`src/rtl/mem_agu_pipeline_pkg.sv`:
```
// Shared field positions and page geometry for the memory AGU pipeline.
package mem_agu_pipeline_pkg;
  localparam int IMM_PAGEWRAP_BIT = 3;
  localparam int IMM_SIGNED_BIT   = 2;
  localparam int OPC_STORE_BIT    = 0;
  localparam int PAGE_BITS        = 8;
endpackage

```
`src/rtl/mem_agu_addr_gen.sv`:
```
// Combinational effective-address generator: extends the offset, adds it to the base
// with either full carry or wrap inside the 256-byte page, and flags page crossings.
module mem_agu_addr_gen
  import mem_agu_pipeline_pkg::*;
#(
  parameter int ADDR_W = 16,
  parameter int OFF_W  = 8,
  parameter int IMM_W  = 4
) (
  input  logic [ADDR_W-1:0] base_val,
  input  logic [OFF_W-1:0]  offset,
  input  logic [IMM_W-1:0]  imm,
  output logic [ADDR_W-1:0] addr,
  output logic              page_cross
);
  logic signed [ADDR_W-1:0] w_ext;
  logic        [ADDR_W-1:0] w_sum;
  logic [PAGE_BITS-1:0]     w_low;
  logic [IMM_W-1:0]         w_unused_imm;

  assign w_unused_imm = imm;

  always_comb begin
    w_ext = '0;
    if (imm[IMM_SIGNED_BIT])
      w_ext = ADDR_W'($signed(offset));
    else
      w_ext = ADDR_W'(offset);
    w_sum = base_val + w_ext;
    // Page-wrap mode keeps only the low-byte sum; the carry out is deliberately lost.
    w_low = base_val[PAGE_BITS-1:0] + w_ext[PAGE_BITS-1:0];
    if (imm[IMM_PAGEWRAP_BIT]) begin
      addr       = {base_val[ADDR_W-1:PAGE_BITS], w_low};
      page_cross = 1'b0;
    end else begin
      addr       = w_sum;
      page_cross = (w_sum[ADDR_W-1:PAGE_BITS] != base_val[ADDR_W-1:PAGE_BITS]);
    end
  end
endmodule

```
`src/rtl/mem_agu_pipeline.sv`:
```
// AGU issue stage: computes the effective address and queues results in a DEPTH-entry
// FIFO so downstream backpressure never reaches input_ready combinationally.
module mem_agu_pipeline
  import mem_agu_pipeline_pkg::*;
#(
  parameter int ADDR_W = 16,
  parameter int DATA_W = 8,
  parameter int OFF_W  = 8,
  parameter int PREG_W = 5,
  parameter int AREG_W = 8,
  parameter int OPC_W  = 4,
  parameter int IMM_W  = 4,
  parameter int DEPTH  = 2
) (
  input  logic                       clk,
  input  logic                       rst_n,
  input  logic                       flush,
  input  logic [OPC_W-1:0]           opcode,
  input  logic [ADDR_W-1:0]          base_val,
  input  logic [OFF_W-1:0]           offset,
  input  logic [PREG_W-1:0]          dest_reg,
  input  logic [DATA_W-1:0]          data,
  input  logic [IMM_W-1:0]           imm,
  input  logic [AREG_W-1:0]          dest_arch_regs,
  input  logic                       input_valid,
  output logic                       input_ready,
  output logic [ADDR_W-1:0]          mem_addr,
  output logic [PREG_W-1:0]          dest_reg_out,
  output logic [DATA_W-1:0]          data_out,
  output logic [AREG_W-1:0]          dest_arch_regs_out,
  output logic                       store_out,
  output logic                       page_cross,
  output logic                       output_valid,
  input  logic                       output_ready,
  output logic [$clog2(DEPTH+1)-1:0] occupancy
);
  localparam int PTR_W = (DEPTH > 1) ? $clog2(DEPTH) : 1;
  localparam int CNT_W = $clog2(DEPTH+1);

  typedef struct packed {
    logic [ADDR_W-1:0] addr;
    logic              pcross;
    logic              store;
    logic [PREG_W-1:0] dreg;
    logic [DATA_W-1:0] sdata;
    logic [AREG_W-1:0] amask;
  } entry_t;

  entry_t             r_mem [DEPTH];
  logic [PTR_W-1:0]   r_wr_ptr;
  logic [PTR_W-1:0]   r_rd_ptr;
  logic [CNT_W-1:0]   r_cnt;

  logic [ADDR_W-1:0]  w_addr;
  logic               w_pcross;
  logic               w_push;
  logic               w_pop;
  entry_t             w_entry;
  entry_t             w_head;
  logic [OPC_W-1:0]   w_unused_opc;

  function automatic logic [PTR_W-1:0] next_ptr(input logic [PTR_W-1:0] p);
    return (p == PTR_W'(DEPTH-1)) ? '0 : p + PTR_W'(1);
  endfunction

  mem_agu_addr_gen #(
    .ADDR_W (ADDR_W),
    .OFF_W  (OFF_W),
    .IMM_W  (IMM_W)
  ) u_addr_gen (
    .base_val   (base_val),
    .offset     (offset),
    .imm        (imm),
    .addr       (w_addr),
    .page_cross (w_pcross)
  );

  assign w_unused_opc = opcode;
  assign w_entry      = '{addr: w_addr, pcross: w_pcross, store: opcode[OPC_STORE_BIT],
                          dreg: dest_reg, sdata: data, amask: dest_arch_regs};

  assign input_ready  = (r_cnt < CNT_W'(DEPTH));
  assign output_valid = (r_cnt != '0);
  assign occupancy    = r_cnt;
  assign w_push       = input_valid & input_ready & ~flush;
  assign w_pop        = output_valid & output_ready & ~flush;

  assign w_head             = r_mem[r_rd_ptr];
  assign mem_addr           = w_head.addr;
  assign page_cross         = w_head.pcross;
  assign store_out          = w_head.store;
  assign dest_reg_out       = w_head.dreg;
  assign data_out           = w_head.sdata;
  assign dest_arch_regs_out = w_head.amask;

  // Storage is cleared on reset so the head outputs read as zero; flush only resets control.
  always_ff @(posedge clk or negedge rst_n) begin
    if (!rst_n) begin
      r_wr_ptr <= '0;
      r_rd_ptr <= '0;
      r_cnt    <= '0;
      for (int i = 0; i < DEPTH; i++) r_mem[i] <= '0;
    end else if (flush) begin
      r_wr_ptr <= '0;
      r_rd_ptr <= '0;
      r_cnt    <= '0;
    end else begin
      if (w_push) begin
        r_mem[r_wr_ptr] <= w_entry;
        r_wr_ptr        <= next_ptr(r_wr_ptr);
      end
      if (w_pop) r_rd_ptr <= next_ptr(r_rd_ptr);
      case ({w_push, w_pop})
        2'b10:   r_cnt <= r_cnt + CNT_W'(1);
        2'b01:   r_cnt <= r_cnt - CNT_W'(1);
        default: r_cnt <= r_cnt;
      endcase
    end
  end
endmodule

```
`config.mk`:
```
export PLATFORM = sky130hd
export DESIGN_NAME = mem_agu_pipeline
export DESIGN_NICKNAME = d
export VERILOG_FILES = /design/src/rtl/mem_agu_pipeline_pkg.sv /design/src/rtl/mem_agu_addr_gen.sv /design/src/rtl/mem_agu_pipeline.sv
export SDC_FILE = /design/constraint.sdc
export NUM_CORES = 1
export LEC_CHECK = 0
export CORE_MARGIN = 2
export CORE_UTILIZATION = 50
export DETAILED_ROUTE_END_ITERATION = 16
export PLACE_DENSITY = 0.84
export SYNTH_ARGS = -nofsm -noshare
export SYNTH_HDL_FRONTEND = slang
export SYNTH_HIERARCHICAL = 1
export SYNTH_SLANG_ARGS = --single-unit
```
`constraint.sdc`:
```
create_clock -name clk -period 1.8 [get_ports clk]
set_input_delay 0.27 -clock clk [delete_from_list [all_inputs] [get_ports clk]]
set_output_delay 0.27 -clock clk [all_outputs]
set_load 0.02 [all_outputs]
```
==> impl_summary.md, run 1 <==
Synthesis
The dominant synthesized flop cell is dfrtp_1. The most numerous cell in the Yosys netlist is mux2_2. The complex-gate fraction of the synthesized area is 6.160%.

The number of synthesized flops with an enable pin is 0. The XOR/XNOR share of the synthesized area is 2.782%. After synthesis, the cell types taking the most area are dfrtp_1 47%, mux2_2 28%, mux2_1 2.6%.

The number of nets handed over by synthesis was 418. The distinct cell type count of the synthesized netlist is 53. The share of synthesized cell area in full adder, half adder and majority cells is between 2 and 3%. The share of the synthesized area in the top cell type is between 40 and 50%. The cell count after synthesis came out at about 350. The synthesized-area fraction occupied by and/or/nand/nor cells is under 10%.

Counting instances in the post-synthesis netlist gives the leading cell types as 108 x mux2_2, 82 x dfrtp_1, 12 x nor2_1. The dominant combinational cell family by area after synthesis is multiplexers. The share of flip-flops with an asynchronous set or reset is 100.0%. After synthesis, the share of cell area in mux cells is between 30% and 40%. dfrtp_1 takes more of the synthesized area than any other cell.

The register bit count reported by yosys is between 80 and 90. The count of warnings emitted by yosys is 6. The mean instance size in the synthesized netlist is around 13 µm². The part of the Yosys area used for sequential elements is between 40 and 50%.

The area of the mapped netlist is about 4400 µm².

Worst setup path
The critical path launch point type is a primary input. The type of destination of the critical path is a register. Walking the worst path, the cells encountered are buf_8 > ha_4 > buf_6 > and3_4 > a2bb2oi_4 > a221oi_4 > buf_6 > xnor2_2 > nor2_2 > xor2_1 > mux2_4. STA puts the critical path data required time at between 2 and 2.5 ns. The data arrival time at the worst-slack endpoint is between 2 and 2.5 ns. The largest single stage delay on the critical path is 0.39 ns. On the critical path, the stage with the largest delay is an instance of a221oi_4. The maximum net fanout on the critical path is 5. The critical path is of the in2reg type. By instance count, the cell type seen most on the critical path is buf_6.

Floorplanning
Measured along the x axis, the die boundary spans a little under 100 µm. The die covers about 9600 µm². The core area is between 8000 and 9000 µm². The floorplan has 34 rows.

The number of ports placed on the die boundary is 101. The die is just under 100 µm tall. Once the floorplan was initialized, standard cells occupied between 50% and 60% of the core.

Detailed routing
The final wirelength is 12180 µm. Dividing the detail-routed wire length by the instance count gives about 20 µm. After the first detailed-routing iteration, the DRC count stood at roughly 140. The DRC violations left is 0.

For this run, the detailed router's first-pass iteration total came to 4. The average vias per placed instance is about 5.7. The detail route stage leaves a number of antenna-violating nets equal to 0. The overall via count from detail_route is ~3500.

Timing
In this run the tightest slew margin relative to its limit is between 60 and 70%. The count of endpoints failing setup in the final report is 32. The total count of max-transition violations in the final report came to 0. The maximum operating frequency is 0.4916 GHz. Once routing completed, OpenROAD measured the worst setup slack at -0.2343 ns.

The portion of the clock cycle consumed by the worst path in the final layout is 113.0%. The measured slew at the worst slew-check pin is 0.5340 ns. The worst-case hold slack is 0.2921 ns.

The worst clock skew is 0.005694 ns. The clock period minus worst slack is between 2 and 2.5 ns. Setup repair after global routing could not meet its margin everywhere.

The number of endpoints with negative hold slack in the final report was 0. The accumulated negative setup slack is -3.018 ns.

GRT
For this run the aggregate overflow at the end of global routing stands at 0. The largest net degree at the start of global routing is 43. The overall fraction of global-route tracks in use is roughly a quarter.

The first-pass GRT wire length is 19240 µm. The number of global-route vias before repair is 3875. The number of antenna violations at the first check in global routing came to 0.

Finish
The antenna diode instance count is 0. In the final layout, the share of cells above drive strength 1 is 60.66%. At the end of the flow, the number of nets in the layout was 578. The layout-stage area growth over the synthesis result is 53.19%.

The post-layout utilization of the core is between 70% and 80%.

Placed design
Routability-driven placement finished with a final weighted congestion of ~0.93. Once detailed placement completed, the half-perimeter wirelength came to ~7700 µm. Prior to clock tree synthesis, the placed netlist has a worst setup slack of -1.052 ns.

The number of buffers inserted by port buffering is 95.

Flow run
The max-capacitance violation count is 0.

Clocking
The maximum level of the CTS H-tree is 3. The maximum buffer depth of the clock tree is 2. Clock latency on the worst-skew pair, taken at its later pin, is approximately 0.35 ns. The root buffer cell is clkbuf_8.

TritonCTS built the clock tree. The number of sinks handled by clock tree synthesis is 82. After clock tree synthesis, the clock-pin slew on the worst setup and hold paths is roughly 0.08 ns. The number of buffers created by CTS is 9.

Run status
The final reports fail on negative setup slack. The flow ran to the end, but the final reports show violations.

Hold path
The type of the most critical hold path is in2reg.

Pwr
In this run the power density over the cells is a little over 1000 nW/µm². Across the VDD grid, the largest voltage drop is roughly 0.63 mV. After layout, the design draws a total of 6.956 mW. Summed over all cells, the static leakage comes to 2.909 nW.
[stage by stage]
| stage | instances | cell area, µm² |
|---|---|---|
| floorplan | 351 | 4543 |
| CTS | 622 | 6477 |
| global route | 624 | 6753 |
| global placement | 590 | 6006 |
| finish | 624 | 6753 |
| detailed placement | 590 | 6006 |
[layer usage]
layer	share of wire (%)	track usage (%)	up-vias
met4	2.8	8.761	0
met3	3.5	4.939	36
met1	41	31.27	1802
li1	-	-	1593
met2	52	42.73	102
met5	0	0	-
[cell families after synthesis]
family,after synthesis
mux,119
buf+inv,25
compound gates,40
simple gates,62
fa+ha+maj,9
xor+xnor,14
flops,82
[worst paths after layout]
path	slack, ns	start	depth (start not counted)	end
hold / removal	0.29	offset[0]	3	r_mem[23]
min in group asynchronous	0.44	rst_n	2	r_mem[14]
setup reg to reg	0.18	occupancy[1]	4	r_mem[21]
setup / recovery	-0.23	base_val[5]	11	r_mem[31]
max in group asynchronous	0.76	rst_n	3	r_mem[39]
hold reg to reg	0.49	r_mem[5]	1	r_mem[5]
[where the power goes]
part	total [mW]	leakage (nW)	internal, mW	switching (mW)
clock	1.49	0.106	0.793	0.699
combinational	2.77	1.83	1.58	1.19
sequential	2.70	0.977	2.40	0.300
[what timing repair did]
item / CTS / global route
buffers inserted: 13 / 2
setup endpoints to repair: 65 / 58
endpoints found under the hold margin: 40 / 0
hold buffers: 1 / 0
resized for setup: 309 / 72
pin swaps: 40 / 19
gates cloned: 2 / 2
[cells in the final DEF (no fill, tap or decap), types with 3 or more instances in the layout]
master and n:
nand2_1 7, mux2_1 10, clkbuf_8 9, dlygate4sd2_1 3, dfrtp_1 81, nor2_1 9
buf_4 54, buf_12 7, nor2_2 3, nor3_1 9, and2_1 3, or4_4 3
o21ai_0 4, buf_2 20, nand3_1 4, ha_4 8, buf_6 41, a21oi_1 7
inv_1 6, xor2_1 6, mux2_4 27, clkdlybuf4s50_1 31, xnor2_1 6, mux2_2 81
[sequential cells by signal (all words and copies together), names as in the netlist]
register / count
occupancy: 2
r_mem: 78
r_rd_ptr: 1
r_wr_ptr: 1
[critical path, delay by kind of cell]
family / cells / cell delay (ns)
buffers and inverters: 3 / 0.40
multiplexers: 1 / 0.27
adder cells (fa/ha/maj): 1 / 0.29
XOR/XNOR: 2 / 0.31
AO/OA/AOI/OAI: 2 / 0.47
AND/OR/NAND/NOR: 2 / 0.24
[final cells by class]
cell class,count,area [µm²]
Multi-Input combinational cell,244,2708
Sequential cell,82,2053
Fill cell,500,1883
Timing Repair Buffer,166,1599
Tap cell,108,135.1
Clock buffer,9,123.9
Clock inverter,7,101.3
Inverter,8,32.53
Power figures use the tool's default switching activity.
==> inputs of run 2 (changes only) <==
--- a/config.mk
+++ b/config.mk
@@ -5,11 +5,12 @@
 export SDC_FILE = /design/constraint.sdc
 export NUM_CORES = 1
 export LEC_CHECK = 0
+export CORE_ASPECT_RATIO = 0.6
 export CORE_MARGIN = 2
 export CORE_UTILIZATION = 50
+export CTS_CLUSTER_DIAMETER = 80
 export DETAILED_ROUTE_END_ITERATION = 16
 export PLACE_DENSITY = 0.84
 export SYNTH_ARGS = -nofsm -noshare
 export SYNTH_HDL_FRONTEND = slang
-export SYNTH_HIERARCHICAL = 1
 export SYNTH_SLANG_ARGS = --single-unit
==> impl_summary.md, run 2 <==
Detailed routing
The final wirelength is 13100 µm (+7.6%). The average vias per placed instance is 5.575 (-1.5%). The count of nets left with antenna violations after detail routing is 0 (unchanged).

The total iterations of the first detailed-routing run came to 7 (+3). The overall via count from detail_route was 3992 (+13%). The iteration-0 DRC count of the detailed router is 173 (+23%). The DRC violations left is 0 (unchanged). The average wire length per cell after detail routing is 18.30 µm (-6.3%).

Pwr
The power density of the placed cells is 1036 nW/µm² (+0.61%). The clock network fraction of total power was 27.2% (+5.8 points). The relative contribution of sequential cells to total power was 38.9% (about the same). The share of total power consumed by net switching is 31.65% (+0.22 points).

The worst vdd rail ir drop was 0.7306 mV (+16%). The design internal power is 4.617 mW (-3.2%). The combinational cell fraction of total power was 34.0% (-5.8 points).

The net switching power figure is 2.138 mW (-2.2%). The leakage power of the design is 3.079 nW (+5.8%).

Finish
Relative to the synthesized area, the layout overhead comes to 52.43%. The register with the most flip-flops in the final layout is r_mem. Leaving out fill and tap cells, the most frequent cells in the layout are 107 x nand2_1, 81 x dfrtp_1, 73 x buf_4. The antenna diode instance count is 0 (unchanged).

The fill cell instance count of the final layout was 518 (+3.6%). The number of flip-flops under the largest register name was 78 (unchanged). The number of nets in the finished design was 666 (+15%). The non-filler instance count after layout is 716 (+15%).

The most common library cell in the layout ignoring fill and taps is nand2_1. The fraction of layout cells with a size suffix above 1 is 44.37% (-16 points).

Timing
The portion of the clock cycle consumed by the worst path in the final layout is 103.4% (-9.6 points). The setup slack of the critical path after layout was -0.06099 ns (+0.1733 ns). The worst clock skew came to 0.006970 ns (+0.001275 ns). The total count of max-transition violations in the final report is 0 (unchanged). The maximum operating frequency was 0.5373 GHz (+9.3%).

The clock period minus worst slack is 1.861 ns (-0.1733 ns). The measured slew at the worst slew-check pin is 0.3214 ns (-0.2126 ns). The number of endpoints with negative hold slack in the final report came to 0 (unchanged).

The normalized max-slew margin was 78.57% (+14 points). Setup repair after global routing could not meet its margin everywhere. The count of endpoints failing setup in the final report is 44 (+38%).

The worst-case hold slack is 0.2706 ns (-0.02156 ns).

Placed design
The number of buffers inserted by port buffering is 95 (unchanged). The placer congestion estimate is 0.8618 (-6.9%). The estimated wirelength of the detail-placed design was 8025 µm (+4.4%). The cell count after placement was 668 (+13%). The setup slack after placement is -0.9048 ns (+0.1472 ns).

Floorplanning
The number of placement rows was 26 (-24%). The starting density of the core is 50.95% (-0.089 points). The area enclosed by the die boundary came to 9333 µm² (-2.6%).

The number of ports placed on the die boundary is 101 (unchanged). The core area was 8393 µm² (-2.8%). The die boundary height was 75.64 µm (-23%).

The die boundary width is 123.4 µm (+26%).

Worst setup path
The critical path is of the reg2out type. The signal on the critical path passes through buf_12 > clkbuf_16 > mux2_2 > buf_2. The required time of the worst setup path is 1.53 ns (-0.50 ns). STA classifies the critical path startpoint as a register. Among cell families on the critical path, the largest total delay comes from buffers and inverters. The data arrival time at the worst-slack endpoint is 1.59 ns (-0.68 ns). The maximum net fanout on the critical path is 10 (+5). The number of cells traversed by the worst register-to-register path came to 6 (+2). The worst path buffer plus inverter count is 3 (unchanged).

The depth of the critical timing path with buffers and inverters included is 4 (-7). The largest stage delay on the critical path is 0.46 ns (+0.07 ns). The worst setup path is captured at a primary output. For this design, the slowest cell found on the critical path is dfrtp_2.

Clocking
The maximum buffer depth of the clock tree is 2 (unchanged). The clock-pin slew of the registers on the worst-case setup and hold paths came to 0.06 ns (-0.02 ns). The CTS tree is done.

The number of buffers created by CTS came to 9 (unchanged). The clock latency of the later-clocked register in the worst-skew pair is 0.33 ns (-0.02 ns). The number of sinks handled by clock tree synthesis is 82 (unchanged).

The tree is rooted in a clkbuf_16. The maximum level of the CTS H-tree is 3 (unchanged).

Synthesis
The register bit count reported by yosys is 82 (unchanged). The most common cell in the synthesized netlist is nand2_1. The share of the synthesized area in the top cell type came to 47.98% (+1.4 points).

The count of warnings emitted by yosys is 0 (-6). The synthesized netlist cell count is 428 (+22%). The share of flip-flops with an asynchronous set or reset is 100.0% (unchanged). The distinct cell type count of the synthesized netlist came to 46 (-13%). The mean instance size in the synthesized netlist is 9.992 µm² (-20%). The net count of the mapped netlist is 495 (+18%). The dominant synthesized flop cell is dfrtp_1. Yosys attributes the largest share of cell area to dfrtp_1 48%, mux2_2 17%, nand2_1 9.7%.

Of all cell types, the one taking the most synthesized area is dfrtp_1. The area of the mapped netlist is 4277 µm² (-3.0%). The part of the Yosys area used for sequential elements is 47.98% (+1.4 points). Ranked by instance count, the synthesized netlist is headed by 110 x nand2_1, 82 x dfrtp_1, 65 x mux2_2.

The number of synthesized flops with an enable pin is 0 (unchanged).

GRT
The number of global-route vias before repair came to 3915 (+1.0%). The largest net degree at the start of global routing was 53 (+23%). The first-pass GRT wire length came to 18740 µm (-2.6%). The overall fraction of global-route tracks in use came to 26.66% (+1.8 points). The number of antenna violations at the first check in global routing is 0 (unchanged). The total global routing overflow is 0 (unchanged).

Run status
The final reports fail on negative setup slack. The run finished, with violations left.

Hold path
The number of instances on the worst hold path was 4 (+1). The worst hold path belongs to the class in2reg.

Flow run
The max-capacitance violation count is 0 (unchanged).
run 2: cell types whose count changed after synthesis, sizes merged, moves of 4 or more:
cell,previous run,this run
nor2,12,17
nor3,11,6
nand2,10,111
buf,13,7
mux2,118,65
a21oi,11,15
o21ai,7,30
mux2i,1,6
clkbuf,4,17
run 2: logic make-up (layout without fill, tap and decap cells):
group | count (synthesis) | in the layout | synth area share, %
XOR/XNOR | 17 | 17 | 3.482
AO/OA/AOI/OAI | 64 | 64 | 9.157
multiplexers | 71 | 71 | 18.52
AND/OR/NAND/NOR | 156 | 156 | 15.27
flip-flops | 82 | 82 | 47.98
buffers and inverters | 29 | 205 | 2.779
adder cells (fa/ha/maj) | 9 | 9 | 2.809
run 2: power by group through the flow:
stage | Sequential, mW | Combinational [mW] | Clock (mW)
after floorplan | 2.53 | 1.27 | 0
after global placement | 2.57 | 2.10 | 0
after detailed placement | 2.63 | 2.17 | 0
after CTS | 2.60 | 2.09 | 1.87
after global routing | 2.68 | 2.45 | 1.94
final | 2.63 | 2.29 | 1.83
run 2: layer usage:
layer | up-vias | track usage (%) | share of wire [%]
li1 | 1816 | - | -
met1 | 1949 | 32.88 | 41
met2 | 185 | 46.89 | 50
met3 | 42 | 6.287 | 6.5
met4 | 0 | 9.343 | 3.1
met5 | - | 0 | 0
run 2: cell type report:
class | instances | area (µm²) | share of cell area (%)
Timing Repair Buffer | 184 | 1579 | 24.22
Clock inverter | 2 | 35.03 | 0.5374
Sequential cell | 82 | 2053 | 31.50
Multi-Input combinational cell | 317 | 2429 | 37.26
Inverter | 5 | 18.77 | 0.2879
Clock buffer | 14 | 264.0 | 4.050
Tap cell | 112 | 140.1 | 2.150
run 2: worst paths after layout:
kind,startpoint,endpoint,slack (ns)
max,r_rd_ptr,mem_addr[8],-0.06
min,offset[0],r_mem[62],0.27
max reg2reg,occupancy[1],r_mem[67],0.12
min reg2reg,r_mem[48],r_mem[48],0.47
max in group asynchronous,rst_n,r_mem[39],0.99
min in group asynchronous,rst_n,r_mem[13],0.29
run 2: tightest hold or removal path, delay by kind of cell:
family / cells / cell delay [ns]
buffers and inverters: 1 / 0.07
adders and majority gates: 1 / 0.12
and+or+nand+nor: 2 / 0.10
run 2: timing repair:
item                                    in CTS  in global routing
setup buffers                               12                 17
hold endpoints to repair                    35                  0
pin swaps                                   36                 51
gates resized for setup                    215                 66
cloned                                       0                  3
hold buffers                                 1                  0
endpoints found under the setup margin      62                 28
run 2: metrics by stage:
step	util [%]	setup TNS [ns]	power (mW)	area, µm²
3_5_place_dp	69.66	-18.23	4.801	5847
3_3_place_gp	69.66	-15.87	4.671	5847
4_1_cts	74.45	-0.5835	6.552	6248
5_1_grt	77.67	-3.938	7.070	6519
2_1_floorplan	-	-2.377	3.803	4362
6_report	77.67	-1.370	6.755	6519
